### config.mk
export PLATFORM = sky130hd
export DESIGN_NAME = wishbone_initiator_flat
export DESIGN_NICKNAME = d
export VERILOG_FILES = /design/src/rtl/wishbone_initiator_if.sv /design/src/rtl/wishbone_initiator.sv /design/src/flat_wrapper.sv
export SDC_FILE = /design/constraint.sdc
export NUM_CORES = 1
export LEC_CHECK = 0
export CORE_MARGIN = 8
export CORE_UTILIZATION = 45
export DETAILED_ROUTE_END_ITERATION = 7
export GPL_ROUTABILITY_DRIVEN = 1
export PLACE_DENSITY = 0.8
export RECOVER_POWER = 50
export SLEW_MARGIN = 30
export SYNTH_ARGS = -nofsm -noshare
export SYNTH_HDL_FRONTEND = slang
export SYNTH_SLANG_ARGS = --single-unit
### constraint.sdc
create_clock -name clk -period 3 [get_ports clk]
set_input_delay 0.45 -clock clk [delete_from_list [all_inputs] [get_ports clk]]
set_output_delay 0.45 -clock clk [all_outputs]
set_load 0.02 [all_outputs]
### src/rtl/wishbone_initiator_if.sv
// wishbone_interface: classic Wishbone B3/B4 signal bundle shared by the
// initiator and the register-slave peripherals.
//   master modport: drives cyc, stb, we, adr, sel, dat_mosi; samples dat_miso, ack, err
//   slave  modport: the mirror image
interface wishbone_interface;
    logic        cyc;
    logic        stb;
    logic        we;
    logic [31:0] adr;
    logic [3:0]  sel;
    logic [31:0] dat_mosi;
    logic [31:0] dat_miso;
    logic        ack;
    logic        err;

    modport master (
        output cyc, stb, we, adr, sel, dat_mosi,
        input  dat_miso, ack, err
    );

    modport slave (
        input  cyc, stb, we, adr, sel, dat_mosi,
        output dat_miso, ack, err
    );
endinterface

### src/rtl/wishbone_initiator.sv
// wishbone_initiator: single-outstanding Wishbone initiator. Converts a
// valid/ready command into one classic Wishbone cycle and returns the result
// on a valid/ready response channel. A watchdog aborts cycles that receive no
// ack/err within TIMEOUT strobe cycles (TIMEOUT=0 disables it).
//   clk, rst             : clock, asynchronous active-low reset
//   cmd_valid/cmd_ready  : command handshake; cmd_we/adr/sel/wdata payload
//   rsp_valid/rsp_ready  : response handshake; rsp_rdata/err/timeout payload
//   wishbone             : master side of the bus, all outputs registered
module wishbone_initiator #(
    parameter int unsigned TIMEOUT = 255
) (
    input  logic                     clk,
    input  logic                     rst,
    input  logic                     cmd_valid,
    output logic                     cmd_ready,
    input  logic                     cmd_we,
    input  logic [31:0]              cmd_adr,
    input  logic [3:0]               cmd_sel,
    input  logic [31:0]              cmd_wdata,
    output logic                     rsp_valid,
    input  logic                     rsp_ready,
    output logic [31:0]              rsp_rdata,
    output logic                     rsp_err,
    output logic                     rsp_timeout,
    wishbone_interface.master        wishbone
);

    typedef enum logic [1:0] {IDLE, BUS, RESP} state_e;

    localparam logic [31:0] TO_LAST = 32'(TIMEOUT - 1);

    state_e      state_q, state_d;
    logic        cyc_q, cyc_d;
    logic        we_q, we_d;
    logic [31:0] adr_q, adr_d;
    logic [3:0]  sel_q, sel_d;
    logic [31:0] dat_q, dat_d;
    logic        rsp_valid_q, rsp_valid_d;
    logic [31:0] rsp_rdata_q, rsp_rdata_d;
    logic        rsp_err_q, rsp_err_d;
    logic        rsp_to_q, rsp_to_d;
    logic [31:0] timer_q, timer_d;

    always_ff @(posedge clk or negedge rst) begin
        if (!rst) begin
            state_q     <= IDLE;
            cyc_q       <= 1'b0;
            we_q        <= 1'b0;
            adr_q       <= '0;
            sel_q       <= '0;
            dat_q       <= '0;
            rsp_valid_q <= 1'b0;
            rsp_rdata_q <= '0;
            rsp_err_q   <= 1'b0;
            rsp_to_q    <= 1'b0;
            timer_q     <= '0;
        end else begin
            state_q     <= state_d;
            cyc_q       <= cyc_d;
            we_q        <= we_d;
            adr_q       <= adr_d;
            sel_q       <= sel_d;
            dat_q       <= dat_d;
            rsp_valid_q <= rsp_valid_d;
            rsp_rdata_q <= rsp_rdata_d;
            rsp_err_q   <= rsp_err_d;
            rsp_to_q    <= rsp_to_d;
            timer_q     <= timer_d;
        end
    end

    always_comb begin
        state_d     = state_q;
        cyc_d       = cyc_q;
        we_d        = we_q;
        adr_d       = adr_q;
        sel_d       = sel_q;
        dat_d       = dat_q;
        rsp_valid_d = rsp_valid_q;
        rsp_rdata_d = rsp_rdata_q;
        rsp_err_d   = rsp_err_q;
        rsp_to_d    = rsp_to_q;
        timer_d     = timer_q;

        unique case (state_q)
            IDLE: begin
                if (cmd_valid) begin
                    // wdata goes out on reads too; slaves ignore it
                    we_d    = cmd_we;
                    adr_d   = cmd_adr;
                    sel_d   = cmd_sel;
                    dat_d   = cmd_wdata;
                    cyc_d   = 1'b1;
                    timer_d = '0;
                    state_d = BUS;
                end
            end
            BUS: begin
                if (wishbone.ack || wishbone.err) begin
                    // err wins when a slave raises both
                    cyc_d       = 1'b0;
                    rsp_valid_d = 1'b1;
                    rsp_err_d   = wishbone.err;
                    rsp_to_d    = 1'b0;
                    rsp_rdata_d = (wishbone.err || we_q) ? 32'h0 : wishbone.dat_miso;
                    state_d     = RESP;
                end else if (TIMEOUT != 0 && timer_q == TO_LAST) begin
                    // timer counts completed strobe cycles, so stb stays
                    // high for exactly TIMEOUT cycles
                    cyc_d       = 1'b0;
                    rsp_valid_d = 1'b1;
                    rsp_err_d   = 1'b1;
                    rsp_to_d    = 1'b1;
                    rsp_rdata_d = 32'h0;
                    state_d     = RESP;
                end else if (timer_q != '1) begin
                    timer_d = timer_q + 32'd1;
                end
            end
            RESP: begin
                if (rsp_ready) begin
                    rsp_valid_d = 1'b0;
                    state_d     = IDLE;
                end
            end
            default: state_d = IDLE;
        endcase
    end

    assign cmd_ready         = (state_q == IDLE);
    assign rsp_valid         = rsp_valid_q;
    assign rsp_rdata         = rsp_rdata_q;
    assign rsp_err           = rsp_err_q;
    assign rsp_timeout       = rsp_to_q;

    // stb shares the cyc flop: single-beat classic cycles only
    assign wishbone.cyc      = cyc_q;
    assign wishbone.stb      = cyc_q;
    assign wishbone.we       = we_q;
    assign wishbone.adr      = adr_q;
    assign wishbone.sel      = sel_q;
    assign wishbone.dat_mosi = dat_q;

endmodule

### src/flat_wrapper.sv
// flat-port wrapper written by rule: the top's interface ports become plain ports
module wishbone_initiator_flat 
#(
    parameter int unsigned TIMEOUT = 255
)
  (clk, rst, cmd_valid, cmd_ready, cmd_we, cmd_adr, cmd_sel, cmd_wdata, rsp_valid, rsp_ready, rsp_rdata, rsp_err, rsp_timeout, wishbone_cyc, wishbone_stb, wishbone_we, wishbone_adr, wishbone_sel, wishbone_dat_mosi, wishbone_dat_miso, wishbone_ack, wishbone_err);
  wishbone_interface wishbone_i ();
  input  logic clk;
  input  logic rst;
  input  logic cmd_valid;
  output logic cmd_ready;
  input  logic cmd_we;
  input  logic [31:0] cmd_adr;
  input  logic [3:0] cmd_sel;
  input  logic [31:0] cmd_wdata;
  output logic rsp_valid;
  input  logic rsp_ready;
  output logic [31:0] rsp_rdata;
  output logic rsp_err;
  output logic rsp_timeout;
  output wire logic [$bits(wishbone_i.cyc)-1:0] wishbone_cyc;
  output wire logic [$bits(wishbone_i.stb)-1:0] wishbone_stb;
  output wire logic [$bits(wishbone_i.we)-1:0] wishbone_we;
  output wire logic [$bits(wishbone_i.adr)-1:0] wishbone_adr;
  output wire logic [$bits(wishbone_i.sel)-1:0] wishbone_sel;
  output wire logic [$bits(wishbone_i.dat_mosi)-1:0] wishbone_dat_mosi;
  input wire logic [$bits(wishbone_i.dat_miso)-1:0] wishbone_dat_miso;
  input wire logic [$bits(wishbone_i.ack)-1:0] wishbone_ack;
  input wire logic [$bits(wishbone_i.err)-1:0] wishbone_err;
  assign wishbone_cyc = wishbone_i.cyc;
  assign wishbone_stb = wishbone_i.stb;
  assign wishbone_we = wishbone_i.we;
  assign wishbone_adr = wishbone_i.adr;
  assign wishbone_sel = wishbone_i.sel;
  assign wishbone_dat_mosi = wishbone_i.dat_mosi;
  assign wishbone_i.dat_miso = wishbone_dat_miso;
  assign wishbone_i.ack = wishbone_ack;
  assign wishbone_i.err = wishbone_err;
  wishbone_initiator #(.TIMEOUT(TIMEOUT)) u_core (.clk(clk), .rst(rst), .cmd_valid(cmd_valid), .cmd_ready(cmd_ready), .cmd_we(cmd_we), .cmd_adr(cmd_adr), .cmd_sel(cmd_sel), .cmd_wdata(cmd_wdata), .rsp_valid(rsp_valid), .rsp_ready(rsp_ready), .rsp_rdata(rsp_rdata), .rsp_err(rsp_err), .rsp_timeout(rsp_timeout), .wishbone(wishbone_i));
endmodule
==> impl_metrics.toml <==
[outcome]
violations = "max-capacitance violations"
status = "finished with violations"

[synth]
synth_top_cells_by_count = "dfrtp_1 (139), mux2_2 (69), a22o_1 (37), nand2_1 (33), o21ai_0 (32)"
yosysSeqAreaShare_pct = 58.00
synth.distinct_cells = 47
synthesis.nets = 598
syn_avg_cell_area_um2 = 12.34
synth_ff_type = "dfrtp_1"
yosys.area.top_type = "dfrtp_1"
synth_area_leaders = "dfrtp_1 (58%), mux2_2 (13%), a22o_1 (5.4%), o21ai_0 (2.7%), nand2_1 (2.1%)"
synthesis.area_um2 = 5997
post-synth-top-count-cell = "dfrtp_1"
synth-seq-cells = 139
synth_edf_count = 0
yosysWarnings = 0
yosys.area.top_type_share_pct = 58.00
syn_inst = 486
ys_async_sr_fraction_pct = 100.0

[worst_setup_path]
cp-start-kind = "flop"
worstSetupPathType = "flop to flop"
cp_top_family = "simple AND/OR/NAND/NOR gates"
path_buf_inv = 1
timing.rr.end = "u_core.rsp_rdata[2]"
path_depth = 8
endpoint_kind = "flop"
critPathRequiredTime_ns = 3.30
max_stage_delay_ns = 0.47
reg2reg_slack_ns = 0.23
cp_max_fo = 32
cp.arrival_ns = 3.08
r2r-start = "u_core.timer_q[0]"
critPathSlowestCell = "or4b_4"
reg2reg_depth = 8
worstPathCellList = "inv_1 > ha_1 > or4b_4 > nor4_4 > and2_1 > or2_2 > nand2_2 > a22o_1"

[cts]
cts_tree = "yes"
cts_made_buffers = 17
cts_setup_buffers = 0
clk_pin_slew_ns = 0.07
cts_root_buffer = "clkbuf_16"
ctsHoldBuffers = 0
clk_latency_ns = 0.43
clockBufferDepth = 2
cts.sinks = 139
htreeDepth = 4
cts_resized = 0

[global_route]
grt_pass1_vias = 5379
grt_max_degree = 61
grtUsageTotal_pct = 21.42
grt_pass1_wl_um = 29400
antenna_found_initial = 0
overflow = 0

[detailed_routing]
routedWlPerCell_um = 20.61
vias = 4947
via_per_inst = 5.577
drtAntennaViolNets = 0
dr.first_iter.drc_count = 342
drc = 0
routed_wl_um = 18280
firstDrtPassIters = 5

[timing]
worstMarginPinSlew_ns = 1.497
period_needed_ns = 2.774
hold_ws_ns = 0.3807
drv_slew = 0
finalCritPeriodShare_pct = 92.48
max_slew_margin_pct = 0.1936
hold_viol = 0
rsz0062_at_grt = "false"
skew_ns = 0.007687
setup_violations = 0
max_freq_mhz = 360.4
finalSetupTns_ns = 0

[run]
drv_cap = 1

[layout]
drive_gt1_share_pct = 17.02
n_antenna_cell = 0
fin_util_pct = 67.89
layout.nets = 810
fill_cells = 939
fin_cells = 887
area_growth_pct = 48.72

[place]
port_buffers = 213
globalplace.congestion = 0.8659
dp.cells = 855
dp_hpwl_um = 13200

[floorplan]
num_rows = 42
die_area_um2 = 17280
start_util_pct = 45.65
ios = 214
dieWidth_um = 131.4
core_um2 = 13140
die_y_um = 131.4

[pwr]
vdd_drop_max_mv = 0.7601
power.density_nw_per_um2 = 1040
leakage_uw = 0.003699

[worst_hold_path]
hold_path_class = "primary input to async pin"
[placed cells by master (no fill, tap or decap), types with 3 or more instances in the layout]
master / n
clkdlybuf4s50_1: 168
dfrtp_1: 139
mux2_2: 69
dlygate4sd3_1: 44
a22o_1: 37
nand2_1: 33
o21ai_0: 32
clkbuf_16: 17
nand3_1: 15
a21oi_1: 13
nor2_1: 12
o31ai_1: 11
nand4_1: 10
o41ai_1: 8
nor3_1: 7
inv_1: 6
buf_4: 6
and2_1: 5
o21a_1: 5
a31oi_1: 5
ha_1: 5
nor4_1: 4
xnor2_1: 4
o31a_1: 4
bufinv_16: 4
or4_1: 3
clkinvlp_4: 3
inv_6: 3
clkbuf_2: 3
[power by group]
part / internal (uW) / switching, uW
Clock: 1410 / 873
Combinational: 1950 / 2010
Sequential: 2590 / 442
[kinds of logic after synthesis]
logic type / share of synthesized area [%]
xor gates and xnor gates: 0.7302
muxes: 12.96
DFF: 58.00
adders and majority gates: 1.043
AOI/OAI and AO/OA: 14.63
and+or+nand+nor: 9.785
buffers and inverters: 2.858
[worst register-to-register path, cell delays in order (launching register included)]
cell and delay [ns]:
dfrtp_1 0.44, inv_1 0.08, ha_1 0.13, or4b_4 0.47, nor4_4 0.38, and2_1 0.22
or2_2 0.17, nand2_2 0.37, a22o_1 0.40
[layout make-up]
| cell class | count | area, um2 | area share, % |
|---|---|---|---|
| flip-flops and latches | 139 | 3478 | 39.00 |
| multi-input cells | 311 | 2352 | 26.37 |
| clock buffers | 17 | 425.4 | 4.770 |
| repair buffers | 222 | 2202 | 24.69 |
| clock inverters | 15 | 214.0 | 2.399 |
| inverters | 7 | 26.28 | 0.2946 |
| well taps | 176 | 220.2 | 2.469 |
[routing by layer]
metal / GRT usage, % / share of wire, % / up-vias
met3: 10.79 / 12 / 34
li1: - / - / 2229
met2: 35.54 / 49 / 236
met1: 22.76 / 37 / 2448
met4: 8.807 / 2.4 / 0
met5: 0 / 0 / -
[flip-flops by register name, indices dropped and copies added (netlist names), 2 cells and up]
name                      count
u_core.wishbone.dat_mosi     32
u_core.rsp_rdata             32
u_core.state_q                2
u_core.timer_q               32
u_core.wishbone.sel           4
u_core.wishbone.adr          32
[worst max-delay path by stage]
stage	startpoint	endpoint	slack, ns
detailed placement	u_core.timer_q[0]	u_core.rsp_rdata[23]	0.28
floorplan	u_core.timer_q[0]	u_core.rsp_rdata[0]	0.69
CTS	u_core.timer_q[0]	u_core.rsp_rdata[2]	0.26
global route	u_core.timer_q[0]	u_core.rsp_rdata[2]	0.04
finish	u_core.timer_q[0]	u_core.rsp_rdata[2]	0.23
global placement	u_core.timer_q[0]	u_core.rsp_rdata[10]	0.37
[through the flow]
stage / cell area, um2 / setup slack, ns / total power, uW
2_1_floorplan: 5997 / 0.6915 / 5139
3_3_place_gp: 8304 / 0.3730 / 7033
3_5_place_dp: 8304 / 0.2819 / 7143
4_1_cts: 8944 / 0.2551 / 9488
5_1_grt: 8919 / 0.03956 / 9738
6_report: 8919 / 0.2256 / 9278
No activity file was read; power rests on OpenSTA's default activity.
